--- config.mk ---
export PLATFORM = sky130hd
export DESIGN_NAME = fifo_axis_reader
export DESIGN_NICKNAME = d
export VERILOG_FILES = /design/src/rtl/fifo_stream_pkg.sv /design/src/rtl/stream_out_buffer.sv /design/src/rtl/fifo_axis_reader.sv
export SDC_FILE = /design/constraint.sdc
export NUM_CORES = 1
export LEC_CHECK = 0
export CORE_MARGIN = 8
export CORE_UTILIZATION = 39
export DETAILED_ROUTE_END_ITERATION = 10
export PLACE_DENSITY = 0.76
export SLEW_MARGIN = 20
export SYNTH_ARGS = -nofsm -noshare
export SYNTH_HDL_FRONTEND = slang
export SYNTH_HIERARCHICAL = 1
export SYNTH_SLANG_ARGS = --single-unit
export TNS_END_PERCENT = 1
--- constraint.sdc ---
create_clock -name clk -period 4.01 [get_ports clk]
set_clock_uncertainty 0.05 [all_clocks]
set_input_delay 0.401 -clock clk [delete_from_list [all_inputs] [get_ports clk]]
set_output_delay 0.401 -clock clk [all_outputs]
set_load 0.02 [all_outputs]
--- src/rtl/fifo_stream_pkg.sv ---
// Shared widths and helpers for the FIFO-to-AXI-Stream drain path.
package fifo_stream_pkg;

  localparam int PKT_COUNT_W = 16;

  // Bits needed to index n distinct values; never narrower than one bit.
  function automatic int clog2_min1(input int n);
    int w;
    w = 0;
    while ((1 << w) < n) begin
      w++;
    end
    return (w < 1) ? 1 : w;
  endfunction

endpackage

--- src/rtl/stream_out_buffer.sv ---
// Small circular output buffer feeding the stream master; tvalid/tdata come
// straight from the buffer registers so the stream never sees raw FIFO data.
module stream_out_buffer
  import fifo_stream_pkg::*;
#(
  parameter int DATA_WIDTH = 32,
  parameter int DEPTH      = 2
) (
  input  logic                              clk,
  input  logic                              reset,
  input  logic                              push,
  input  logic [DATA_WIDTH-1:0]             push_data,
  input  logic                              pop_ready,
  output logic [clog2_min1(DEPTH + 1)-1:0]  occ,
  output logic                              tvalid,
  output logic [DATA_WIDTH-1:0]             tdata
);

  localparam int PTR_W = clog2_min1(DEPTH);
  localparam int OCC_W = clog2_min1(DEPTH + 1);

  logic [DATA_WIDTH-1:0] mem_reg [DEPTH];
  logic [PTR_W-1:0]      wr_ptr_reg, wr_ptr_next;
  logic [PTR_W-1:0]      rd_ptr_reg, rd_ptr_next;
  logic [OCC_W-1:0]      occ_reg, occ_next;
  logic                  pop;

  function automatic logic [PTR_W-1:0] ptr_inc(input logic [PTR_W-1:0] p);
    return (p == PTR_W'(DEPTH - 1)) ? '0 : p + PTR_W'(1);
  endfunction

  assign tvalid = (occ_reg != '0);
  assign pop    = tvalid & pop_ready;
  assign occ    = occ_reg;
  assign tdata  = tvalid ? mem_reg[rd_ptr_reg] : '0;

  always_comb begin
    wr_ptr_next = wr_ptr_reg;
    rd_ptr_next = rd_ptr_reg;
    occ_next    = occ_reg;
    if (push) begin
      wr_ptr_next = ptr_inc(wr_ptr_reg);
    end
    if (pop) begin
      rd_ptr_next = ptr_inc(rd_ptr_reg);
    end
    case ({push, pop})
      2'b10:   occ_next = occ_reg + OCC_W'(1);
      2'b01:   occ_next = occ_reg - OCC_W'(1);
      default: occ_next = occ_reg;
    endcase
  end

  always_ff @(posedge clk) begin
    if (reset) begin
      wr_ptr_reg <= '0;
      rd_ptr_reg <= '0;
      occ_reg    <= '0;
    end else begin
      wr_ptr_reg <= wr_ptr_next;
      rd_ptr_reg <= rd_ptr_next;
      occ_reg    <= occ_next;
    end
  end

  // Storage carries no reset; occupancy alone decides what is valid.
  always_ff @(posedge clk) begin
    if (push) begin
      mem_reg[wr_ptr_reg] <= push_data;
    end
  end

  // Upstream credit accounting must make a push into a full buffer impossible.
  always_ff @(posedge clk) begin
    if (!reset) begin
      assert (!(push && !pop && (occ_reg == OCC_W'(DEPTH))));
    end
  end

endmodule

--- src/rtl/fifo_axis_reader.sv ---
// Drains a fixed-latency FIFO read port into an AXI-Stream master with
// credit-based read issue and optional fixed-length tlast framing.
module fifo_axis_reader
  import fifo_stream_pkg::*;
#(
  parameter int DATA_WIDTH   = 32,
  parameter int READ_LATENCY = 1,
  parameter int OBUF_DEPTH   = READ_LATENCY + 1,
  parameter int EMPTY_LAG    = 1,
  parameter int PKT_LEN      = 0
) (
  input  logic                   clk,
  input  logic                   reset,
  output logic                   fifo_rd_en,
  input  logic [DATA_WIDTH-1:0]  fifo_rd_data,
  input  logic                   fifo_empty,
  output logic [DATA_WIDTH-1:0]  m_axis_tdata,
  output logic                   m_axis_tvalid,
  input  logic                   m_axis_tready,
  output logic                   m_axis_tlast,
  output logic                   busy,
  output logic [PKT_COUNT_W-1:0] pkt_count
);

  localparam int   OCC_W  = clog2_min1(OBUF_DEPTH + 1);
  localparam logic LAG_EN = (EMPTY_LAG != 0);

  logic [READ_LATENCY-1:0] inflight_reg, inflight_next;
  logic [OCC_W-1:0]        inflight;
  logic [OCC_W-1:0]        occ;
  logic [OCC_W:0]          credit_sum;
  logic                    capture;

  always_comb begin
    inflight = '0;
    for (int i = 0; i < READ_LATENCY; i++) begin
      inflight = inflight + OCC_W'(inflight_reg[i]);
    end
  end

  // Every outstanding read already owns a buffer slot, so a capture always fits.
  // With a lagging empty flag, skip the cycle right after a strobe.
  assign credit_sum = {1'b0, occ} + {1'b0, inflight};
  assign fifo_rd_en = ~reset & ~fifo_empty
                    & (credit_sum < (OCC_W + 1)'(OBUF_DEPTH))
                    & ~(LAG_EN & inflight_reg[0]);

  assign inflight_next = (inflight_reg << 1) | READ_LATENCY'(fifo_rd_en);
  assign capture       = inflight_reg[READ_LATENCY-1];

  always_ff @(posedge clk) begin
    if (reset) begin
      inflight_reg <= '0;
    end else begin
      inflight_reg <= inflight_next;
    end
  end

  stream_out_buffer #(
    .DATA_WIDTH (DATA_WIDTH),
    .DEPTH      (OBUF_DEPTH)
  ) u_obuf (
    .clk       (clk),
    .reset     (reset),
    .push      (capture & ~reset),
    .push_data (fifo_rd_data),
    .pop_ready (m_axis_tready),
    .occ       (occ),
    .tvalid    (m_axis_tvalid),
    .tdata     (m_axis_tdata)
  );

  assign busy = (occ != '0) | (inflight != '0);

  generate
    if (PKT_LEN > 0) begin : g_framing
      localparam int BEAT_W = clog2_min1(PKT_LEN);

      logic [BEAT_W-1:0]      beat_reg, beat_next;
      logic [PKT_COUNT_W-1:0] pkt_count_reg, pkt_count_next;
      logic                   handshake;
      logic                   last_beat;

      always_comb begin
        last_beat      = (beat_reg == BEAT_W'(PKT_LEN - 1));
        handshake      = m_axis_tvalid & m_axis_tready;
        beat_next      = beat_reg;
        pkt_count_next = pkt_count_reg;
        if (handshake) begin
          if (last_beat) begin
            beat_next      = '0;
            pkt_count_next = pkt_count_reg + PKT_COUNT_W'(1);
          end else begin
            beat_next = beat_reg + BEAT_W'(1);
          end
        end
      end

      always_ff @(posedge clk) begin
        if (reset) begin
          beat_reg      <= '0;
          pkt_count_reg <= '0;
        end else begin
          beat_reg      <= beat_next;
          pkt_count_reg <= pkt_count_next;
        end
      end

      assign m_axis_tlast = last_beat & m_axis_tvalid;
      assign pkt_count    = pkt_count_reg;
    end else begin : g_no_framing
      assign m_axis_tlast = 1'b0;
      assign pkt_count    = '0;
    end
  endgenerate

endmodule

After elaboration in Yosys (flattened, before gate mapping)
Memories as Yosys holds them, arrays and structs flattened. A register that Yosys moved wholly into a read port is not among the register bits.
Index checks and enable logic that the tools add are counted.

word-level totals
  bits in registers = 5
  RAM bits = 64
  word-level logic and storage cells = 32
  memories kept = 1

memory list
  name            depth  bits a word  rd ports  clocked after memory_dff  wr ports  RTL line                 RTL
  u_obuf.mem_reg  2      32           1         1                         1         stream_out_buffer.sv:22  logic [DATA_WIDTH-1:0] mem_reg [DEPTH];

cells by class
  add/sub/neg operators = 5
  order comparisons = 1
  equality and inequality tests = 2
  mux-type cells = 8
  bitwise gates (word level) = 9
  reductions and logical operators = 2

operator list
  cell                                                                          number
  32-bit 2-to-1 mux                                                             1
  1-bit 2-to-1 mux                                                              6
  1-bit AND                                                                     5
  2-bit one-hot mux with 2 select lines                                         1
  2-bit nonzero test                                                            2
  2-bit by 1-bit adder with 3-bit output                                        1
  3-bit by 2-bit less-than comparator with 1-bit output, second input constant  1
  1-bit NOT                                                                     3
  1-bit adder, second input constant                                            2
  2-bit by 1-bit adder with 2-bit output, second input constant                 1
  2-bit by 1-bit equality test with 1-bit output, second input constant         1
  2-bit equality test, second input constant                                    1
  2-bit by 1-bit subtractor with 2-bit output, second input constant            1
  1-bit bitwise OR                                                              1

Depth between registers and ports, before layout
  depth in word-level cells = 4
  gate-level depth with buffers = 6
  mapped depth without buffers = 6

Hierarchy
Netlist, hierarchy kept.

modules (own cells, without submodules)
  module             times used  cells an instance  area an instance (µm²)  sequential area each (µm²)
  stream_out_buffer  1           159                2613.8                  2021.9
  fifo_axis_reader   1           23                 176.4                   20.0

Worst setup path after synthesis
Ideal clock, no wire load.

  path type = input -> register
  start point = input port reset
  end point = memory u_obuf.mem_reg[0][0] (enable)
  library setup time = 0.421 ns
  arrival = 2.015 ns
  slack = 1.524 ns
  stages = 3
  path buffers = 0
  path through = nor2b_1 inv_1 nor2_1

between the ends
  longest elaborated chain between the ends = 4

RTL lines
  element                                 RTL line                 RTL
  from (decl)                             fifo_axis_reader.sv:13   input logic reset,
  1-bit NOT                               fifo_axis_reader.sv:65   .push (capture & ~reset),
  1-bit AND                               fifo_axis_reader.sv:65
  1-bit 2-to-1 mux                        stream_out_buffer.sv:68  if (push) begin
  1-bit 2-to-1 mux (not written as such)  stream_out_buffer.sv:69  mem_reg[wr_ptr_reg] <= push_data;
  to (decl)                               stream_out_buffer.sv:22

Every way passes these cells.

==> metrics <==
vias in the first global route=1667; final setup fails=0; CTS Root Cell=clkbuf_8; initial DRC count=64; # diodes=0; Seq/Total Area, Yosys=73.2%; gpl congestion=0.622; cells after synthesis=182; final wirelength=5.09 mm; Die Ht=101 um; Pleak=1.21 nW; hold_buf cts=0; PortBufs=70; CTS buffer count=9; initial core utilization=39.3%; Hold WC Path Type=flip-flop to flip-flop; syn avg cell area=15.3 um^2; Clock Path Buffers=2; largest family of logic cells by synthesized area=multiplexers; core area=0.00710 mm^2; Nets=293; std cell rows=31; Slew HR=33.2%; post-synth top area share=68.9%; wire per inst=14.1 um; Max-Cap Viols=0; max reg flops=64; worst-path fanout max=32; DP HPWL=3.50 mm; P per Cell Area=459 mW/mm^2; Die Footprint=0.0101 mm^2; Max rail drop VDD=0.369 mV; dominant cells by area after synthesis=edfxtp_1, mux2i_1, buf_4; layout cells sized above 1=6.90%; vias=1581; crit-path cells=mux2i_1 > nor2_1 > clkdlybuf4s50_1; Post CTS Setup Buffer Count=0; total power=1.69 mW; Setup CP Type=flip-flop to output pin; Clk Latency, worst-skew pair=320 ps; first-pass GRT wire length=8.07 mm; total negative slack=0 ps; status=completed; Vias/cell=4.39; Synth Cell Area=0.00279 mm^2; Die Width=101 um; synthesized-area fraction occupied by and/or/nand/nor cells=6.46%; Buffers & Inverters on Critical Path=1; worst-margin pin slew=1000 ps; ratio of final minimum period to clock period=68.4%; clk sinks=70; Routed Antenna Nets=0; adder-cell share of the synthesized area=0.448%; area of the multi-input gates=638 um^2; largest net degree at the start of global routing=33; Layout area overhead=32.0%; Hold Slack=408 ps; Worst Setup Start Kind=flip-flop; Synth Area in XOR/XNOR=1.26%; CTS tree=built; unique cell type count in the Yosys netlist=17; delay of the slowest critical-path stage=990 ps; final hold violations=0; CP required=3560 ps; all-layer global routing usage=10.4%; Synth warnings=6; Synth Area in Compound Gates=0.538%; CP endpoint kind=output pin; Synth area leader=edfxtp_1; post-synthesis register bit count=70; DRT Pass-1 Iters=4; FMAX=364 MHz; DRC=0; Clock transition at path regs=70 ps; post-layout min period=2740 ps; mux cell area share after synthesis=11.5%; storage element area=0.00204 mm^2; Worst path top cell family by delay=flip-flops; data arrival time of the critical path=2290 ps; R2R Setup Slk=2070 ps; Ports=88; initial antenna violation count=0; H-Tree Depth=3; crit path max-delay cell type=dfxtp_2; PostCTS Resize Cnt=0; Slew Viols, Final=0; GRT Residual Overflow=0; RSZ-0062 raised after global routing=false; number of fill cells in the layout=613
## metal layers
metal / wire [um] / up-vias / global-route usage, %
li1: - / 766 / -
met2: 2550 / 58 / 17.6
met1: 2040 / 749 / 11.3
met3: 422 / 8 / 3.59
met4: 84 / 0 / 5.23
met5: 0 / - / 0
## cells in the final DEF, fill, tap and decap left out
master           count
nor2_1              36
nor2_4               1
clkbuf_1             2
buf_4                1
o21ai_0              2
ha_1                 1
inv_1                3
conb_1              17
a21oi_1              1
clkinv_2             3
nor2b_1              1
clkdlybuf4s50_1     70
clkbuf_8             9
mux2i_1             32
clkinv_1             1
xnor2_1              2
xor2_1               2
edfxtp_1            64
dfxtp_2              1
clkinvlp_4           1
or3_1                2
nor2_2               1
dfxtp_1              5
and2_2               1
nor4_1               2
## final cells by class
cell class | instances | area share, %
Sequential cell | 70 | 55.5
Clock buffer | 11 | 3.57
Inverter | 3 | 0.306
Clock inverter | 5 | 0.714
Timing Repair Buffer | 71 | 19.2
Tap cell | 99 | 3.36
Multi-Input combinational cell | 101 | 17.3
## cell usage after synthesis
| cell type | number |
|---|---|
| and2_1 | 1 |
| inv_1 | 3 |
| mux2i_1 | 32 |
| a21oi_1 | 1 |
| or3_1 | 2 |
| dfxtp_1 | 6 |
| xnor2_1 | 2 |
| o21ai_0 | 2 |
| edfxtp_1 | 64 |
| buf_2 | 4 |
| xor2_1 | 2 |
| ha_1 | 1 |
| buf_4 | 20 |
| nor2b_1 | 1 |
| conb_1 | 1 |
| nor2_1 | 38 |
| nor4_1 | 2 |
## worst register-to-register path: cells and delay by family (launching register included)
kind | cells | cell delay [ps]
buf+inv | 1 | 130
simple gates | 2 | 1010
flops | 1 | 360
## report_power, final
group | leakage (nW) | internal [mW] | switching, mW
clock network | 0.0805 | 0.219 | 0.237
registers | 0.629 | 0.819 | 0.0357
logic | 0.504 | 0.187 | 0.192
## worst paths after layout
check,startpoint,endpoint,depth (start not counted)
max reg2reg,capture$_SDFF_PP0_,u_obuf/mem_reg[0][19]$_DFFE_PP_,3
min,capture$_SDFF_PP0_,capture$_SDFF_PP0_,1
max,flip-flop,m_axis_tdata[0],3
min reg2reg,capture$_SDFF_PP0_,capture$_SDFF_PP0_,1
## per-stage QoR
step	setup WS [ps]	instances	utilization, %	area [um^2]
final	1270	360	51.9	3680
after global routing	1090	360	51.9	3680
after CTS	1210	360	51.9	3680
after detailed placement	1460	344	49.7	3520
after global placement	1530	344	49.7	3520
after floorplan	1520	198	-	2850
## cell families after synthesis
| logic type | count (synthesis) |
|---|---|
| AOI/OAI and AO/OA | 3 |
| xor gates and xnor gates | 4 |
| adders and majority gates | 1 |
| buffers and inverters | 27 |
| DFF | 70 |
| muxes | 32 |
| other | 1 |
| and+or+nand+nor | 44 |
Note: power is estimated with default switching activity, not from simulation.
